--- src/rtl/cpu_mc.sv ---
// cpu_mc: multi-cycle 16-bit-instruction CPU core with a parametrised datapath.
// Instructions and load data share one memory port that uses a req/ack
// handshake, so any number of memory wait states is tolerated.
module cpu_mc #(
  parameter int                DATA_W   = 16,
  parameter int                ADDR_W   = 16,
  parameter logic [ADDR_W-1:0] RESET_PC = '0
) (
  input  logic              clk,
  input  logic              rst,
  output logic              mem_req,
  output logic              mem_we,
  output logic [ADDR_W-1:0] mem_addr,
  output logic [DATA_W-1:0] mem_in,
  input  logic [DATA_W-1:0] mem_out,
  input  logic              mem_ack,
  output logic [ADDR_W-1:0] pc,
  output logic              halted,
  output logic              retire
);

  localparam int SHW = $clog2(DATA_W);

  typedef enum logic [2:0] {
    ST_BOOT,
    ST_FETCH,
    ST_EXEC,
    ST_MEM,
    ST_HALT
  } state_t;

  typedef enum logic [3:0] {
    OP_ADD  = 4'h0,
    OP_SUB  = 4'h1,
    OP_AND  = 4'h2,
    OP_OR   = 4'h3,
    OP_XOR  = 4'h4,
    OP_SHL  = 4'h5,
    OP_SHR  = 4'h6,
    OP_LI   = 4'h7,
    OP_LUI  = 4'h8,
    OP_LD   = 4'h9,
    OP_ADDI = 4'hA,
    OP_BZ   = 4'hB,
    OP_BC   = 4'hC,
    OP_JR   = 4'hD,
    OP_CMP  = 4'hE,
    OP_HALT = 4'hF
  } opcode_t;

  state_t            state_q, state_d;
  logic [ADDR_W-1:0] pc_q, pc_d;
  logic [ADDR_W-1:0] ldAddr_q, ldAddr_d;
  logic [15:0]       inst_q, inst_d;
  logic [DATA_W-1:0] regs_q [16];
  logic [DATA_W-1:0] regs_d [16];
  logic              zFlag_q, zFlag_d;
  logic              cFlag_q, cFlag_d;
  logic              retire_q, retire_d;

  opcode_t           op;
  logic [3:0]        rdIdx, rs1Idx, rs2Idx;
  logic [DATA_W-1:0] rs1Val, rs2Val, rdVal;
  logic [DATA_W-1:0] imm8Ext, imm4Ext;
  logic [ADDR_W-1:0] branchOff;
  logic [DATA_W:0]   addSum, addiSum;
  logic [DATA_W-1:0] diff;
  logic              borrow;

  logic [DATA_W-1:0] aluRes;
  logic              aluCarry;
  logic              aluWrite;
  logic              aluFlags;

  // Field decode and operand fetch from the latched instruction
  assign op        = opcode_t'(inst_q[15:12]);
  assign rdIdx     = inst_q[11:8];
  assign rs1Idx    = inst_q[7:4];
  assign rs2Idx    = inst_q[3:0];
  assign rs1Val    = regs_q[rs1Idx];
  assign rs2Val    = regs_q[rs2Idx];
  assign rdVal     = regs_q[rdIdx];
  assign imm8Ext   = DATA_W'($signed(inst_q[7:0]));
  assign imm4Ext   = DATA_W'($signed(inst_q[3:0]));
  assign branchOff = ADDR_W'($signed(inst_q[7:0]));

  // One extra bit on the adders exposes the carry out of the top data bit
  assign addSum  = {1'b0, rs1Val} + {1'b0, rs2Val};
  assign addiSum = {1'b0, rs1Val} + {1'b0, imm4Ext};
  assign diff    = rs1Val - rs2Val;
  assign borrow  = rs1Val < rs2Val;

  // The store revision will drive these; the load-only core keeps them idle
  assign mem_we  = 1'b0;
  assign mem_in  = '0;

  assign pc      = pc_q;
  assign halted  = (state_q == ST_HALT);
  assign retire  = retire_q;

  // ALU: result, carry and which of writeback/flag update the opcode wants
  always_comb begin
    aluRes   = '0;
    aluCarry = 1'b0;
    aluWrite = 1'b0;
    aluFlags = 1'b0;
    case (op)
      OP_ADD: begin
        aluRes   = addSum[DATA_W-1:0];
        aluCarry = addSum[DATA_W];
        aluWrite = 1'b1;
        aluFlags = 1'b1;
      end
      OP_SUB: begin
        aluRes   = diff;
        aluCarry = borrow;
        aluWrite = 1'b1;
        aluFlags = 1'b1;
      end
      OP_AND: begin
        aluRes   = rs1Val & rs2Val;
        aluWrite = 1'b1;
        aluFlags = 1'b1;
      end
      OP_OR: begin
        aluRes   = rs1Val | rs2Val;
        aluWrite = 1'b1;
        aluFlags = 1'b1;
      end
      OP_XOR: begin
        aluRes   = rs1Val ^ rs2Val;
        aluWrite = 1'b1;
        aluFlags = 1'b1;
      end
      OP_SHL: begin
        aluRes   = rs1Val << rs2Val[SHW-1:0];
        aluWrite = 1'b1;
        aluFlags = 1'b1;
      end
      OP_SHR: begin
        aluRes   = rs1Val >> rs2Val[SHW-1:0];
        aluWrite = 1'b1;
        aluFlags = 1'b1;
      end
      OP_LI: begin
        aluRes   = imm8Ext;
        aluWrite = 1'b1;
      end
      OP_LUI: begin
        aluRes        = rdVal;
        aluRes[15:8]  = inst_q[7:0];
        aluWrite      = 1'b1;
      end
      OP_ADDI: begin
        aluRes   = addiSum[DATA_W-1:0];
        aluCarry = addiSum[DATA_W];
        aluWrite = 1'b1;
        aluFlags = 1'b1;
      end
      OP_CMP: begin
        aluRes   = diff;
        aluCarry = borrow;
        aluFlags = 1'b1;
      end
      default: begin
      end
    endcase
  end

  // Sequencer: next state, architectural updates and memory port drive
  always_comb begin
    state_d  = state_q;
    pc_d     = pc_q;
    inst_d   = inst_q;
    ldAddr_d = ldAddr_q;
    regs_d   = regs_q;
    zFlag_d  = zFlag_q;
    cFlag_d  = cFlag_q;
    retire_d = 1'b0;
    mem_req  = 1'b0;
    mem_addr = '0;
    unique case (state_q)
      ST_BOOT: begin
        state_d = ST_FETCH;
      end
      ST_FETCH: begin
        mem_req  = 1'b1;
        mem_addr = pc_q;
        if (mem_ack) begin
          inst_d  = mem_out[15:0];
          pc_d    = pc_q + ADDR_W'(1);
          state_d = ST_EXEC;
        end
      end
      ST_EXEC: begin
        state_d  = ST_FETCH;
        retire_d = 1'b1;
        if (aluWrite) begin
          regs_d[rdIdx] = aluRes;
        end
        if (aluFlags) begin
          zFlag_d = (aluRes == '0);
          cFlag_d = aluCarry;
        end
        case (op)
          OP_BZ: begin
            if (zFlag_q) pc_d = pc_q + branchOff;
          end
          OP_BC: begin
            if (cFlag_q) pc_d = pc_q + branchOff;
          end
          OP_JR: begin
            pc_d = ADDR_W'(rs1Val);
          end
          OP_LD: begin
            ldAddr_d = ADDR_W'(rs1Val);
            state_d  = ST_MEM;
            retire_d = 1'b0;
          end
          OP_HALT: begin
            state_d = ST_HALT;
          end
          default: begin
          end
        endcase
      end
      ST_MEM: begin
        mem_req  = 1'b1;
        mem_addr = ldAddr_q;
        if (mem_ack) begin
          regs_d[rdIdx] = mem_out;
          retire_d      = 1'b1;
          state_d       = ST_FETCH;
        end
      end
      ST_HALT: begin
      end
      default: begin
        state_d = ST_BOOT;
      end
    endcase
  end

  // State and architectural registers; reset drops any access in flight at once
  always_ff @(posedge clk or posedge rst) begin
    if (rst) begin
      state_q  <= ST_BOOT;
      pc_q     <= RESET_PC;
      ldAddr_q <= '0;
      inst_q   <= '0;
      zFlag_q  <= 1'b0;
      cFlag_q  <= 1'b0;
      retire_q <= 1'b0;
      for (int i = 0; i < 16; i++) begin
        regs_q[i] <= '0;
      end
    end else begin
      state_q  <= state_d;
      pc_q     <= pc_d;
      ldAddr_q <= ldAddr_d;
      inst_q   <= inst_d;
      zFlag_q  <= zFlag_d;
      cFlag_q  <= cFlag_d;
      retire_q <= retire_d;
      regs_q   <= regs_d;
    end
  end

endmodule

--- config.mk ---
export PLATFORM = sky130hd
export DESIGN_NAME = cpu_mc
export DESIGN_NICKNAME = d
export VERILOG_FILES = /design/src/rtl/cpu_mc.sv
export SDC_FILE = /design/constraint.sdc
export NUM_CORES = 1
export LEC_CHECK = 0
export CAP_MARGIN = 20
export CORE_AREA = 2 2 208 231
export CTS_CLUSTER_DIAMETER = 60
export DETAILED_ROUTE_END_ITERATION = 10
export DIE_AREA = 0 0 210 233
export GPL_TIMING_DRIVEN = 0
export HOLD_SLACK_MARGIN = 0.05
export MAX_ROUTING_LAYER = met4
export PLACE_DENSITY_LB_ADDON = 0.25
export SLEW_MARGIN = 0
export SYNTH_ARGS = -nofsm -noshare
export SYNTH_HDL_FRONTEND = slang
export SYNTH_SLANG_ARGS = --single-unit
--- constraint.sdc ---
create_clock -name clk -period 32.3 [get_ports clk]
set_input_delay 4.845 -clock clk [delete_from_list [all_inputs] [get_ports clk]]
set_output_delay 4.845 -clock clk [all_outputs]
set_load 0.1 [all_outputs]
; ---- After elaboration in Yosys (flattened, before gate mapping)
; Cells that the tools add are included.
[word_totals]
word_cells = 117
out_inout_bits = 52
ff_bits = 310
[op_classes]
bitwise = 7
n_shift = 2
addsub = 5
n_lt_le_gt_ge = 5
eq_ne = 25
reduce_logical = 16
muxes = 34
[ops]
columns = op, n
row1 = $bwmux W256, 2
row2 = $mux W256, 2
row3 = $pmux W256 S2, 1
row4 = $bmux W16 S4, 3
row5 = $pmux W16 S10, 1
row6 = $mux W16, 8
row7 = $demux W16 S4, 1
row8 = $pmux W16 S2, 2
row9 = $pmux W16 S3, 1
row10 = $add A16 B16 Y17, 2
row11 = $eq A4 B4 Y1 const B, 8
row12 = $add A16 B1 Y16 const B, 1
row13 = $add A16 B16 Y16, 1
row14 = $and A16 B16 Y16, 1
row15 = $eq A4 B3 Y1 const B, 4
row16 = $logic_not A16 Y1, 1
row17 = $lt A16 B16 Y1, 1
row18 = $mux W8, 2
row19 = $or A16 B16 Y16, 1
row20 = $shl A16 B4 Y16, 1
row21 = $shr A16 B4 Y16, 1
row22 = $sub A16 B16 Y16, 1
row23 = $xor A16 B16 Y16, 1
row24 = $ge A5 B5 Y1 const B, 3
row25 = other kinds (27), 44

; ---- Longest topological paths before layout
[logic_depth]
ltp_word = 9
ltp_mapped = 23

; ---- Worst setup path before layout
; No wires, ideal clock.
[synth_timing]
path_type = register -> output
start = reg state_q[1]
end = out halted
stages_incl_launch_ff = 3
t_required_ps = 27455
path_slack_ps = 24519
path_buffers = 1
t_arrival_ps = 2936
path_cell_list = dfrtp_1 buf_1 nor3b_1
[synth_via]
elab_chain_cells = 1
[synth_rtl]
columns = element, line
row1 = from (decl), 51  ; state_t state_q, state_d;
row2 = from (signal assigned), 258  ; state_q <= state_d;
row3 = $eq A3 B3 Y1, 98  ; assign halted = (state_q == ST_HALT);
row4 = to (decl), 18  ; output logic halted,
; No other way between the ends.

; ---- Final worst setup path
[layout_timing]
start = reg inst_q[1]
end = reg regs_q[41] in the netlist's numbering
[layout_via]
elab_chain_cells = 9
elab_cells_between_ends = 16
classes_between = add/sub (3) / shift (2) / mux (7) / bitwise (4)
[layout_rtl]
columns = element, line
row1 = from (decl), 54  ; logic [15:0] inst_q, inst_d;
row2 = from (signal assigned), 261  ; inst_q <= inst_d;
row3 = $not A4 Y5 (not written as such), 81  ; assign rs2Val = regs_q[rs2Idx];
row4 = $bmux W16 S4, 81
row5 = $mux W16 (not written as such) (2 in series), 81
row6 = "$sub A16 B16 Y16, or another cell as far along", 90  ; assign diff = rs1Val - rs2Val;
row7 = $pmux W16 S10 *, 107  ; case (op)
row8 = $bwmux W256 *, 199  ; regs_d[rdIdx] = aluRes;
row9 = $mux W256 *, 198  ; if (aluWrite) begin
row10 = $pmux W256 S2 *, 182  ; unique case (state_q)
row11 = to (signal assigned), 265  ; regs_q <= regs_d;
row12 = to (decl), 55  ; logic [DATA_W-1:0] regs_q [16];
; Every way passes the cells marked *; elsewhere a longest branch is shown, timed or not. The select of a mux whose other input is x is not followed.
; A chain may end at the register's enable or synchronous reset.

==> flow_summary.json <==
{
  "grtUsageTotal": 0.373,
  "critPathSlowestCell": "sky130_fd_sc_hd__buf_1",
  "cts_buffer_depth": 3,
  "final.period_utilization": 0.264,
  "design_area_sq_mm": 0.0260,
  "timing.final.max_slew_violations": 7,
  "final_nets": 2262,
  "post_cts.repair.setup_buffers": 0,
  "finalHoldViolCount": 0,
  "timing.setup.critical_path_class": "reg -> reg",
  "achievable-frequency_mhz": 117,
  "tns_ns": 0,
  "place_congestion": 1.03,
  "violations": "max-slew violations",
  "synth_edf_count": 0,
  "path_common_cell": "sky130_fd_sc_hd__clkbuf_1",
  "post-place-ws_ns": 23.89,
  "dieArea_sq_mm": 0.0489,
  "synth.cell_area_sq_mm": 0.0231,
  "relSlewSlack": -0.00743,
  "layout-area-overhead-vs-synth_pct": 12.6,
  "status": "finished, violations left",
  "clkTransAtPathRegs_ns": 0.05,
  "timing.critical_path.cells": "clkbuf_1, buf_1, buf_1, clkbuf_1, mux4_2, mux4_2, inv_1, ha_1, clkbuf_1, nor2_1, a221oi_1, a21oi_1, a21boi_0, xnor2_1, o21ai_0, nor4_1, a21oi_1, clkbuf_1, mux2_2",
  "drt_pre_antenna_iters": 5,
  "area.sequential_sq_mm": 0.00776,
  "critical_path.max_fanout": 10,
  "fin_worst_hold_slack_ns": 0.475,
  "yosysUniqueCellTypes": 87,
  "globalRouteOverflowTotal": 0,
  "design.core.area_sq_mm": 0.0464,
  "postSynthAreaPerCell_sq_um": 11.4,
  "numCtsBuffers": 39,
  "synthTopCellsByArea": "sky130_fd_sc_hd__dfrtp_1 (34%), sky130_fd_sc_hd__mux4_2 (17%), sky130_fd_sc_hd__mux2_2 (14%)",
  "ios": 71,
  "finalSetupViolations": 0,
  "filler_cell_count": 3959,
  "dp_hpwl_mm": 64.5,
  "number_of_vias_after_detailed_routing": 19393,
  "initial_antenna_violation_count": 3,
  "post_cts_hold_buffer_count": 0,
  "initialDrtViolationCount": 2438,
  "timing_worst_slew_pin_value_ns": 1.51,
  "cp_data_required_time_ns": 32.74,
  "syn-instance-count": 2029,
  "timing.max_cap.violations": 0,
  "asyncSetResetFlopFracSynth": 1.00,
  "cp_data_arrival_time_ns": 8.97,
  "htree_levels": 2,
  "initial_utilization": 0.497,
  "timing.hold.worst.class": "reg -> reg",
  "totalWireLength_mm": 87.8,
  "post_synth_most_frequent_cells": "sky130_fd_sc_hd__dfrtp_1 (310), sky130_fd_sc_hd__mux2_2 (286), sky130_fd_sc_hd__mux4_2 (175), sky130_fd_sc_hd__nor2_1 (153), sky130_fd_sc_hd__nand2_1 (108)",
  "die_width_um": 210,
  "worst_path_largest_cell_delay_ns": 0.91,
  "routedWlPerCell_um": 31.5,
  "cts_resized": 0,
  "cts.sinks": 310,
  "cts_tree": "built",
  "final.setup.worst_slack_ns": 23.77,
  "std_cell_rows": 83,
  "yosys_register_bits": 310,
  "vias_per_cell": 6.97,
  "post-synth-top-area-fraction": 0.336,
  "share_of_layout_cells_above_drive_strength_1": 0.287,
  "first_global_vias": 19077,
  "yosysWarningCount": 0,
  "buffer_ports.inserted": 53,
  "setup.worst_path.end_class": "flop",
  "detailed_place.area_sq_mm": 0.0246,
  "die_height_um": 233,
  "multiInputGateArea_sq_mm": 0.0143,
  "unrepaired_setup_endpoints_after_global_routing": "false",
  "grt_pass1_wl_mm": 129,
  "post-route-drc-count": 0,
  "synthMostInstantiatedCell": "sky130_fd_sc_hd__dfrtp_1",
  "yosys_top_cell_by_area": "sky130_fd_sc_hd__dfrtp_1",
  "grt_start_max_net_pins": 135,
  "critPathLaunchType": "flop",
  "detail-route-antenna-nets": 0,
  "finalCriticalPeriod_ns": 8.53,
  "worst_clock_skew_ns": 0.0162,
  "synth_flop_cell": "sky130_fd_sc_hd__dfrtp_1",
  "cts_root_buffer": "sky130_fd_sc_hd__clkbuf_16",
  "synth_seq_area_share": 0.336,
  "clk_latency_ns": 0.57
}
registers in the layout (all words and copies together), names as in the netlist:
register / flops
regs_q: 256
inst_q: 16
ldAddr_q: 16
pc: 16
state_q: 3
cFlag_q: 1
retire: 1
zFlag_q: 1
path summary, 6_finish.rpt:
kind | slack, ns | start | endpoint | cells after the start
min in group asynchronous | 4.74 | rst | regs_q[210] | 2
hold / removal | 0.48 | ldAddr_q[13] | ldAddr_q[13] | 2
max in group asynchronous | 26.51 | rst | regs_q[138] | 3
setup / recovery | 23.77 | inst_q[1] | regs_q[41] | 19
hold reg to reg | 0.48 | ldAddr_q[13] | ldAddr_q[13] | 2
setup reg to reg | 23.77 | inst_q[1] | regs_q[41] | 19
cell type report:
| cell class | instances | share of cell area |
|---|---|---|
| plain buffers | 165 | 0.0316 |
| clock buffers | 57 | 0.0449 |
| repair buffers | 71 | 0.0299 |
| multi-input cells | 1508 | 0.552 |
| clock inverters | 11 | 0.00501 |
| diodes | 4 | 0.000385 |
| well taps | 595 | 0.0286 |
| inverters | 62 | 0.00924 |
| flip-flops and latches | 310 | 0.298 |
metrics by stage:
step / cells / utilization
2_1_floorplan: 2045 / -
3_3_place_gp: 2693 / 0.526
3_5_place_dp: 2706 / 0.531
4_1_cts: 2774 / 0.559
5_1_grt: 2783 / 0.560
6_report: 2783 / 0.560
cell usage in the layout (no fill, tap or decap), types with 18 or more instances in the layout:
cell	n
sky130_fd_sc_hd__nor2_1	153
sky130_fd_sc_hd__o22ai_1	26
sky130_fd_sc_hd__nor3_1	38
sky130_fd_sc_hd__clkbuf_1	103
sky130_fd_sc_hd__ha_1	82
sky130_fd_sc_hd__nand2_1	108
sky130_fd_sc_hd__buf_2	21
sky130_fd_sc_hd__mux2_2	286
sky130_fd_sc_hd__clkdlybuf4s50_1	53
sky130_fd_sc_hd__clkbuf_16	41
sky130_fd_sc_hd__mux4_2	175
sky130_fd_sc_hd__nor2b_1	24
sky130_fd_sc_hd__nand2b_1	27
sky130_fd_sc_hd__mux2i_1	65
sky130_fd_sc_hd__dfrtp_1	310
sky130_fd_sc_hd__o21ai_0	74
sky130_fd_sc_hd__buf_4	23
sky130_fd_sc_hd__nand3_1	29
sky130_fd_sc_hd__a21oi_1	87
sky130_fd_sc_hd__buf_1	18
sky130_fd_sc_hd__xnor2_1	23
sky130_fd_sc_hd__inv_1	53
worst max-delay path, delay by kind of cell (launching register included):
| kind | cells | cell delay (ns) |
|---|---|---|
| compound gates | 5 | 1.57 |
| xor+xnor | 1 | 0.22 |
| fa+ha+maj | 1 | 0.16 |
| buf+inv | 7 | 3.64 |
| flops | 1 | 0.45 |
| mux | 3 | 1.32 |
| simple gates | 2 | 1.01 |
per-layer routing:
layer  track usage  share of wire  vias to the layer above  routed length (um)
met2         0.577           0.46                     1224               40800
li1              -              -                     8011                   -
met3        0.0745          0.097                      314                8510
met1         0.462           0.37                     9844               32900
met4         0.210          0.064                        0                5630
met5             -              0                        -                   0
cells by family (layout without fill, tap and decap cells):
logic type,after synthesis,after routing,share of synthesized area
DFF,310,310,0.336
xor gates and xnor gates,34,34,0.0129
and+or+nand+nor,449,449,0.0913
buffers and inverters,227,366,0.0457
other,1,21,0.000162
adders and majority gates,86,86,0.0479
muxes,533,533,0.346
AOI/OAI and AO/OA,389,389,0.120
Power is not shown: default switching activity piles up to over one toggle a cycle in this logic, so the estimate is an artifact.
